--- config.mk ---
export PLATFORM = sky130hd
export DESIGN_NAME = iterative_shifter
export DESIGN_NICKNAME = d
export VERILOG_FILES = /design/src/rtl/iterative_shifter.sv
export SDC_FILE = /design/constraint.sdc
export NUM_CORES = 1
export LEC_CHECK = 0
export CAP_MARGIN = 40
export CORE_UTILIZATION = 52
export CTS_BUF_LIST = sky130_fd_sc_hd__clkbuf_4 sky130_fd_sc_hd__clkbuf_8
export DETAILED_ROUTE_END_ITERATION = 12
export GPL_ROUTABILITY_DRIVEN = 0
export PLACE_DENSITY = 0.85
export SYNTH_ARGS = -nofsm -noshare
export SYNTH_HDL_FRONTEND = slang
export SYNTH_SLANG_ARGS = --single-unit
--- constraint.sdc ---
create_clock -name clk -period 3.2 [get_ports clk]
set_input_delay 0.32 -clock clk [delete_from_list [all_inputs] [get_ports clk]]
set_output_delay 0.32 -clock clk [all_outputs]
set_load 0.05 [all_outputs]
--- src/rtl/iterative_shifter.sv ---
// -----------------------------------------------------------------------------
// iterative_shifter
//
// Multi-cycle barrel-less shifter. It accepts one request (operand, shift
// amount, opcode) and applies the shift in chunks of at most SHIFT_PER_CYCLE
// bit positions per cycle. It then presents the result until the consumer
// takes it.
//
// Ports:
//   clk        rising-edge clock
//   reset      synchronous, active-high reset
//   SrcA       operand to shift
//   Immediate  shift amount source; only the low log2(DATA_WIDTH) bits are used
//   Operation  4'b1001 SLL, 4'b1010 SRL, 4'b1011 SRA; any other code is illegal
//   in_valid   request present             in_ready   unit can accept (IDLE)
//   out_valid  result present (DONE)       out_ready  consumer takes result
//   Rd         result / working value      Illegal    result from illegal opcode
// -----------------------------------------------------------------------------
module iterative_shifter #(
  parameter int DATA_WIDTH      = 32,
  parameter int OPCODE_LENGTH   = 4,
  parameter int SHIFT_PER_CYCLE = 4
) (
  input  logic                     clk,
  input  logic                     reset,
  input  logic [DATA_WIDTH-1:0]    SrcA,
  input  logic [DATA_WIDTH-1:0]    Immediate,
  input  logic [OPCODE_LENGTH-1:0] Operation,
  input  logic                     in_valid,
  output logic                     in_ready,
  output logic                     out_valid,
  input  logic                     out_ready,
  output logic [DATA_WIDTH-1:0]    Rd,
  output logic                     Illegal
);

  localparam int SHAMT_W = $clog2(DATA_WIDTH);
  localparam int STEP_W  = SHAMT_W + 1;

  // Step width is one bit wider than shamt so SHIFT_PER_CYCLE == DATA_WIDTH fits.
  localparam logic [STEP_W-1:0] STEP_MAX = STEP_W'(SHIFT_PER_CYCLE);

  localparam logic [OPCODE_LENGTH-1:0] OP_SLL = OPCODE_LENGTH'(4'b1001);
  localparam logic [OPCODE_LENGTH-1:0] OP_SRL = OPCODE_LENGTH'(4'b1010);
  localparam logic [OPCODE_LENGTH-1:0] OP_SRA = OPCODE_LENGTH'(4'b1011);

  typedef enum logic [1:0] {
    ST_IDLE = 2'd0,
    ST_BUSY = 2'd1,
    ST_DONE = 2'd2
  } state_e;

  typedef enum logic [1:0] {
    KIND_SLL = 2'd0,
    KIND_SRL = 2'd1,
    KIND_SRA = 2'd2
  } kind_e;

  state_e                 state_q, state_d;
  kind_e                  kind_q, kind_d;
  logic [DATA_WIDTH-1:0]  work_q, work_d;
  logic [SHAMT_W-1:0]     remaining_q, remaining_d;
  logic                   illegal_q, illegal_d;
  logic                   out_valid_q, out_valid_d;
  logic                   in_ready_q, in_ready_d;

  logic [SHAMT_W-1:0]     shamt_s;
  logic                   op_legal_s;
  kind_e                  op_kind_s;
  logic [STEP_W-1:0]      step_s;
  logic [DATA_WIDTH-1:0]  shifted_s;
  logic [SHAMT_W-1:0]     remaining_left_s;
  logic                   unused_imm_s;

  assign shamt_s = Immediate[SHAMT_W-1:0];

  // Upper Immediate bits are deliberately ignored.
  assign unused_imm_s = ^Immediate[DATA_WIDTH-1:SHAMT_W];

  // Opcode decode into a legality flag and the shift kind kept for BUSY.
  always_comb begin
    op_legal_s = 1'b1;
    op_kind_s  = KIND_SLL;
    case (Operation)
      OP_SLL:  op_kind_s = KIND_SLL;
      OP_SRL:  op_kind_s = KIND_SRL;
      OP_SRA:  op_kind_s = KIND_SRA;
      default: op_legal_s = 1'b0;
    endcase
  end

  // Per-cycle step k = min(SHIFT_PER_CYCLE, remaining) and the shifted value.
  always_comb begin
    step_s = {1'b0, remaining_q};
    if ({1'b0, remaining_q} > STEP_MAX) begin
      step_s = STEP_MAX;
    end else begin
      step_s = {1'b0, remaining_q};
    end

    shifted_s = work_q;
    case (kind_q)
      KIND_SLL: shifted_s = work_q << step_s;
      KIND_SRL: shifted_s = work_q >> step_s;
      // The sign bit never changes during SRA, so it equals the latched SrcA MSB.
      KIND_SRA: shifted_s = $unsigned($signed(work_q) >>> step_s);
      default:  shifted_s = work_q;
    endcase

    // step never exceeds remaining, so its top bit is zero here.
    remaining_left_s = remaining_q - step_s[SHAMT_W-1:0];
  end

  // Next-state and datapath update for the IDLE/BUSY/DONE controller.
  always_comb begin
    state_d     = state_q;
    kind_d      = kind_q;
    work_d      = work_q;
    remaining_d = remaining_q;
    illegal_d   = illegal_q;

    case (state_q)
      ST_IDLE: begin
        if (in_valid) begin
          work_d      = SrcA;
          remaining_d = shamt_s;
          kind_d      = op_kind_s;
          illegal_d   = ~op_legal_s;
          if (!op_legal_s || (shamt_s == {SHAMT_W{1'b0}})) begin
            state_d = ST_DONE;
          end else begin
            state_d = ST_BUSY;
          end
        end else begin
          state_d = ST_IDLE;
        end
      end
      ST_BUSY: begin
        work_d      = shifted_s;
        remaining_d = remaining_left_s;
        if (remaining_left_s == {SHAMT_W{1'b0}}) begin
          state_d = ST_DONE;
        end else begin
          state_d = ST_BUSY;
        end
      end
      ST_DONE: begin
        // Leaving DONE always lands in IDLE, so no accept can coincide with exit.
        if (out_ready) begin
          state_d = ST_IDLE;
        end else begin
          state_d = ST_DONE;
        end
      end
      default: begin
        state_d = ST_IDLE;
      end
    endcase

    // Handshake flags are registered copies of the next-state decode.
    out_valid_d = (state_d == ST_DONE);
    in_ready_d  = (state_d == ST_IDLE);
  end

  // State and datapath registers with synchronous reset.
  always_ff @(posedge clk) begin
    if (reset) begin
      state_q     <= ST_IDLE;
      kind_q      <= KIND_SLL;
      work_q      <= {DATA_WIDTH{1'b0}};
      remaining_q <= {SHAMT_W{1'b0}};
      illegal_q   <= 1'b0;
      out_valid_q <= 1'b0;
      in_ready_q  <= 1'b1;
    end else begin
      state_q     <= state_d;
      kind_q      <= kind_d;
      work_q      <= work_d;
      remaining_q <= remaining_d;
      illegal_q   <= illegal_d;
      out_valid_q <= out_valid_d;
      in_ready_q  <= in_ready_d;
    end
  end

  assign Rd        = work_q;
  assign Illegal   = illegal_q;
  assign out_valid = out_valid_q;
  assign in_ready  = in_ready_q;

endmodule

==> reports/metrics.yaml, run 1 <==
setup_path:
  required_ns: 3.38
  setup.worst_path.class: "register to register"
  worst-path-max-fanout: 18
  rr_startpoint: "remaining_q[2]"
  cp-start-kind: "register"
  r2r_cells: 5
  r2r_slack_ns: 0.50
  cp-end-kind: "register"
  cp.arrival_ns: 2.88
  rr_endpoint: "Rd[29]"
floorplanning:
  design.core.area_um2: 8260
  die_y_um: 94.7
  fp.dieW_um: 94.7
  start_util_pct: 54.1
  dieArea_um2: 8970
  rows: 33
  ioPinCount: 107
final_layout:
  drive_gt1_share_pct: 9.48
  fin_nets: 750
  fill_cells: 715
  n_antenna_cell: 0
  multiInputGateArea_um2: 3250
  synthToLayoutAreaGrowth_pct: 21.7
  ff_latch_area_um2: 881
global_route:
  grt_usage_pct: 36.4
  grt_overflow: 0
  antenna_found_initial: 0
  grt_pass1_vias: 5296
  grt_pass1_wl_mm: 25.8
  grt_max_degree: 45
clock_tree:
  cts.path.max_buffers: 2
  htree_levels: 2
  postCtsHoldBufs: 0
  cts_tree: "built"
  insertion_delay_ns: 0.31
  clkSinkCount: 44
  clkTransAtPathRegs_ns: 0.09
  cts_setup_buffers: 0
  cts_buffers: 5
  clockRootBuffer: "clkbuf_8"
  cts_resized: 0
route:
  drt-initial-drc-count: 1153
  vias_per_cell: 7.27
  firstDrtPassIters: 8
  dr_total_vias: 5670
  drtAntennaViolNets: 0
  wl_mm: 16.3
  remaining_drc_errors: 0
  wire_per_inst_um: 20.8
pwr:
  p_total_mw: 2.16
  powerDensity_nw_per_um2: 397
  irDropWorstVdd_v: 0.000260
  combPwrFrac_pct: 45.3
  p_int_mw: 1.22
  power.switching_mw: 0.937
  p_leak_nw: 1.86
  swShare_pct: 43.4
  p_seq_share_pct: 33.9
  clock_power_share_pct: 20.8
yosys:
  yosys.cell_count.top_type: "nand2_1"
  avgSynthCellArea_um2: 7.04
  yosys_warnings: 0
  async_reset_ff_share_pct: 0
  synth_area_leaders: "dfxtp_1 (20%), nand2_1 (6.9%), mux2i_1 (6.7%)"
  yosys-top-cells-count: "nand2_1 (82), clkbuf_1 (58), o21ai_0 (56)"
  ys_ff_latch: 44
  synth.cell_area_um2: 4470
  synth_edf_count: 0
  synth_area_leader_cell: "dfxtp_1"
  yosysTopAreaCellShare_pct: 19.7
  ys_types: 65
  syn-num-nets: 711
  synth-main-ff-cell: "dfxtp_1"
  syn_inst: 635
  seq_area_frac_synth_pct: 19.7
sta:
  rsz0062_at_grt: "false"
  fin_crit_ns: 2.70
  fin_crit_sh_pct: 84.4
  hold_violations: 0
  setup_tns_ns: 0
  relSlewSlack_pct: 38.4
  fmaxAchievable_mhz: 370
  clock_skew_ns: 0.00672
  tightest_slew_ns: 0.919
  setup_viol: 0
  slew_viol_final: 0
place:
  dp_hpwl_mm: 10.9
  port_buffers: 79
min_path:
  hold_start: "Illegal"
  hp-class: "register to register"
  hold_path_end: "Illegal"
  hold_depth: 2
outcome:
  status: "finished clean"
run:
  cap_violations: 0
-- layout by cell type, fill, tap and decap left out, types with 5 or more instances in the layout --
master,instances
a211oi_1,18
clkbuf_8,5
nor2_1,46
a31oi_1,13
dfxtp_1,44
o21ai_0,56
a311oi_1,7
a2111oi_0,9
a21oi_1,42
o22ai_1,6
a221oi_1,13
nand2b_1,9
inv_1,5
nor2b_1,13
mux2i_1,30
buf_4,30
nor4_1,9
clkdlybuf4s50_1,79
o221ai_1,5
or3_1,8
nor3_1,24
nand2_1,82
o211ai_1,11
mux4_2,9
nand3_1,15
and3_1,7
a22oi_1,6
-- power by group through the flow --
stage | sequential [mW] | combinational, mW | clock [mW]
floorplan | 0.796 | 0.550 | 0
global placement | 0.728 | 0.923 | 0
detailed placement | 0.733 | 0.945 | 0
CTS | 0.721 | 0.949 | 0.450
global route | 0.737 | 1.03 | 0.467
finish | 0.732 | 0.979 | 0.448
-- sequential cells by signal (all words and copies together) (netlist names) --
| name | flops |
|---|---|
| in_ready | 1 |
| out_valid | 1 |
| Rd | 32 |
| remaining_q | 5 |
| state_q | 2 |
| Illegal | 1 |
| kind_q | 2 |
-- stage by stage --
stage	hold slack, ns	util (%)	worst slack (ns)	cells	instance area, um2
2_1_floorplan	0.468	-	0.825	635	4470
3_3_place_gp	0.482	64.5	0.643	772	5330
3_5_place_dp	0.491	64.5	0.648	772	5330
4_1_cts	0.511	65.9	0.626	780	5440
5_1_grt	0.539	65.9	0.393	780	5440
6_report	0.508	65.9	0.500	780	5440
-- cell families (layout without fill, tap and decap cells) --
kind of cell	after synthesis	after routing	share of synthesized area (%)
simple gates	233	233	25.0
compound gates	225	225	33.8
buf+inv	85	125	8.03
flops	44	44	19.7
mux	42	42	12.0
fa+ha+maj	4	4	1.12
other cells	1	1	0.0839
xor+xnor	1	1	0.196
-- final cells by class --
| class | count | share of cell area, % |
|---|---|---|
| flip-flops and latches | 44 | 16.2 |
| clock inverters | 2 | 0.644 |
| well taps | 105 | 2.41 |
| clock buffers | 6 | 1.40 |
| repair buffers | 110 | 19.0 |
| multi-input cells | 506 | 59.8 |
| inverters | 7 | 0.483 |
-- worst max-delay path, cell delays in order (launching register included) --
cell	delay, ns
dfxtp_1	0.51
nor3_2	0.84
buf_4	0.29
nor2_1	0.16
a2111oi_0	0.63
o211ai_1	0.13
-- layer usage --
| layer | vias to the layer above | wire (um) | track usage (%) |
|---|---|---|---|
| li1 | 2475 | - | - |
| met1 | 2465 | 5960 | 46.4 |
| met2 | 573 | 6920 | 55.3 |
| met3 | 157 | 2280 | 8.62 |
| met4 | 0 | 1100 | 22.1 |
| met5 | - | 0 | 0 |
-- worst max path at each step --
stage	depth (start not counted)	endpoint	slack, ns	from
after floorplan	11	state_q[0]	0.82	remaining_q[2]
after global placement	5	Rd[29]	0.64	remaining_q[2]
after detailed placement	7	Rd[4]	0.65	kind_q[1]
after CTS	7	Rd[4]	0.63	kind_q[1]
after global routing	5	Rd[12]	0.39	remaining_q[3]
final	5	Rd[29]	0.50	remaining_q[2]
Note: power is estimated with default switching activity, not from simulation.
==> run 2: changes to the inputs <==
Clock period 3.2 ns to 2.5 ns, I/O delays scaled along.
==> run 2 against run 1 <==
  * Sequential cell count is the same
  * Register-to-register slack lost 0.39 ns
  * Non-clock buffer count grew 12
  * Routed wire length grew 0.57%
  * Count of clock-buffer cells in the layout is the same
  * Maximum frequency grew 13%
  * Sequential power grew 27%
  * Core utilization grew 2.1 points
  * Global-route usage grew 0.20 points
  * Clock power grew 35%
  * Sequential share of layout area shrank 0.50 points
  * Via count grew 0.85%
  * Critical path type unchanged
  * Highest routed layer unchanged
==> reports/metrics.yaml, run 2 (synthesized netlist as in run 1, its figures left out) <==
global_route:
  antenna_found_initial: 0
  grt_usage_pct: 36.6
  grt_pass1_wl_mm: 26.0
  grt_pass1_vias: 5287
  grt_max_degree: 44
  grt_overflow: 0
min_path:
  hp-class: "register to register"
final_layout:
  drive_gt1_share_pct: 11.9
  mostFrequentLayoutCells: "nand2_1 (82), clkdlybuf4s50_1 (79), o21ai_0 (56)"
  final_common_cell: "nand2_1"
  largest_reg_flops: 32
  fin_area_um2: 5610
  n_antenna_cell: 0
  fin_nets: 762
  synthToLayoutAreaGrowth_pct: 25.6
setup_path:
  critical_path.top_delay_family: "simple AND/OR/NAND/NOR gates"
  setup.worst_path.class: "register to register"
  max_stage_delay_ns: 0.49
  worst-path-max-fanout: 16
  crit_top_cell: "buf_4"
  cp-start-kind: "register"
  crit_path_top_delay_cell: "or4b_1"
  cp-end-kind: "register"
  crit_chain: "buf_4 > or4b_1 > buf_4 > nor3_1 > a2111oi_2 > a2111oi_0 > nor4_1"
  cp_num_buf_inv: 2
  cp.arrival_ns: 2.57
  required_ns: 2.68
clock_tree:
  clkTransAtPathRegs_ns: 0.10
  cts_buffers: 5
  cts_tree: "built"
  insertion_delay_ns: 0.31
  clkSinkCount: 44
  postCtsHoldBufs: 0
  htree_levels: 2
  cts.path.max_buffers: 2
  clockRootBuffer: "clkbuf_8"
floorplanning:
  die_y_um: 94.7
  ioPinCount: 107
  design.core.area_um2: 8260
  dieArea_um2: 8970
  start_util_pct: 54.1
  rows: 33
  fp.dieW_um: 94.7
sta:
  relSlewSlack_pct: 56.2
  setup_viol: 0
  clock_skew_ns: 0.00793
  setup_tns_ns: 0
  hold_violations: 0
  fin_crit_ns: 2.39
  fin_crit_sh_pct: 95.5
  fmaxAchievable_mhz: 419
  slew_viol_final: 0
  tightest_slew_ns: 0.655
run:
  cap_violations: 0
route:
  firstDrtPassIters: 8
  wl_mm: 16.4
  dr_total_vias: 5718
  remaining_drc_errors: 0
  drt-initial-drc-count: 1318
  wire_per_inst_um: 20.6
  vias_per_cell: 7.22
  drtAntennaViolNets: 0
pwr:
  swShare_pct: 43.0
  combPwrFrac_pct: 45.8
  p_seq_share_pct: 32.9
  p_total_mw: 2.83
  p_leak_nw: 1.94
  irDropWorstVdd_v: 0.000329
  clock_power_share_pct: 21.3
  powerDensity_nw_per_um2: 504
  power.switching_mw: 1.21
  p_int_mw: 1.61
place:
  port_buffers: 79
  dp_hpwl_mm: 10.9
  placed_area_um2: 5420
outcome:
  status: "finished clean"
==> run 2: changes by cell type in the layout (fill, tap and decap cells not counted), moves of 2 or more <==
cell and change:
buf_4 +9, a2111oi_0 -5, a2111oi_2 +3, buf_12 +3, a2111oi_1 +2
==> run 2: area by class of cell <==
cell class,count,area (um2)
repair buffers,122,1160
inverters,7,30.0
fillers,689,2650
clock buffers,6,82.6
multi-input cells,506,3290
well taps,105,131
clock inverters,2,38.8
flip-flops and latches,44,881
==> run 2: worst register-to-register path: cells and delay by family (launching register included) <==
family | cells | cell delay, ns
buffers and inverters | 2 | 0.45
AND/OR/NAND/NOR | 3 | 0.80
flip-flops | 1 | 0.46
AO/OA/AOI/OAI | 2 | 0.55
==> run 2: worst paths after layout <==
path,startpoint,end,slack (ns),cells past startpoint
worst max-delay path,remaining_q[4],Rd[8],0.11,7
worst min-delay path,Illegal,Illegal,0.52,2
worst max register to register,remaining_q[4],Rd[8],0.11,7
worst min register to register,Illegal,Illegal,0.52,2
==> run 2: power groups by stage <==
stage                     logic (mW)  clock network [mW]  registers [mW]
after floorplan                0.704                   0            1.02
after global placement          1.21                   0           0.922
after detailed placement        1.24                   0           0.929
after CTS                       1.25               0.603           0.912
after global routing            1.37               0.634           0.933
final                           1.29               0.603           0.930
==> run 2: through the flow <==
| step | setup WS [ns] | instances | hold slack (ns) | utilization, % |
|---|---|---|---|---|
| after detailed placement | 0.0812 | 779 | 0.495 | 65.6 |
| after floorplan | 0.125 | 635 | 0.398 | - |
| after CTS | 0.0525 | 787 | 0.530 | 67.1 |
| after global placement | 0.210 | 779 | 0.481 | 65.6 |
| final | 0.113 | 792 | 0.519 | 68.0 |
| after global routing | -0.00247 | 792 | 0.583 | 68.0 |
==> run 2: layer usage <==
layer / wire length [um] / global-route usage (%) / share of wire, %
met2: 7040 / 55.7 / 43
met1: 6020 / 48.0 / 37
met5: 0 / 0 / 0
met3: 2210 / 7.73 / 13
met4: 1080 / 19.8 / 6.6
==> run 2: repair_timing <==
action | 4_1_cts | 5_1_grt
endpoints found under the setup margin | 0 | 6
hold endpoints to repair | 0 | 0
setup buffers | 0 | 5
gates resized for setup | 0 | 12
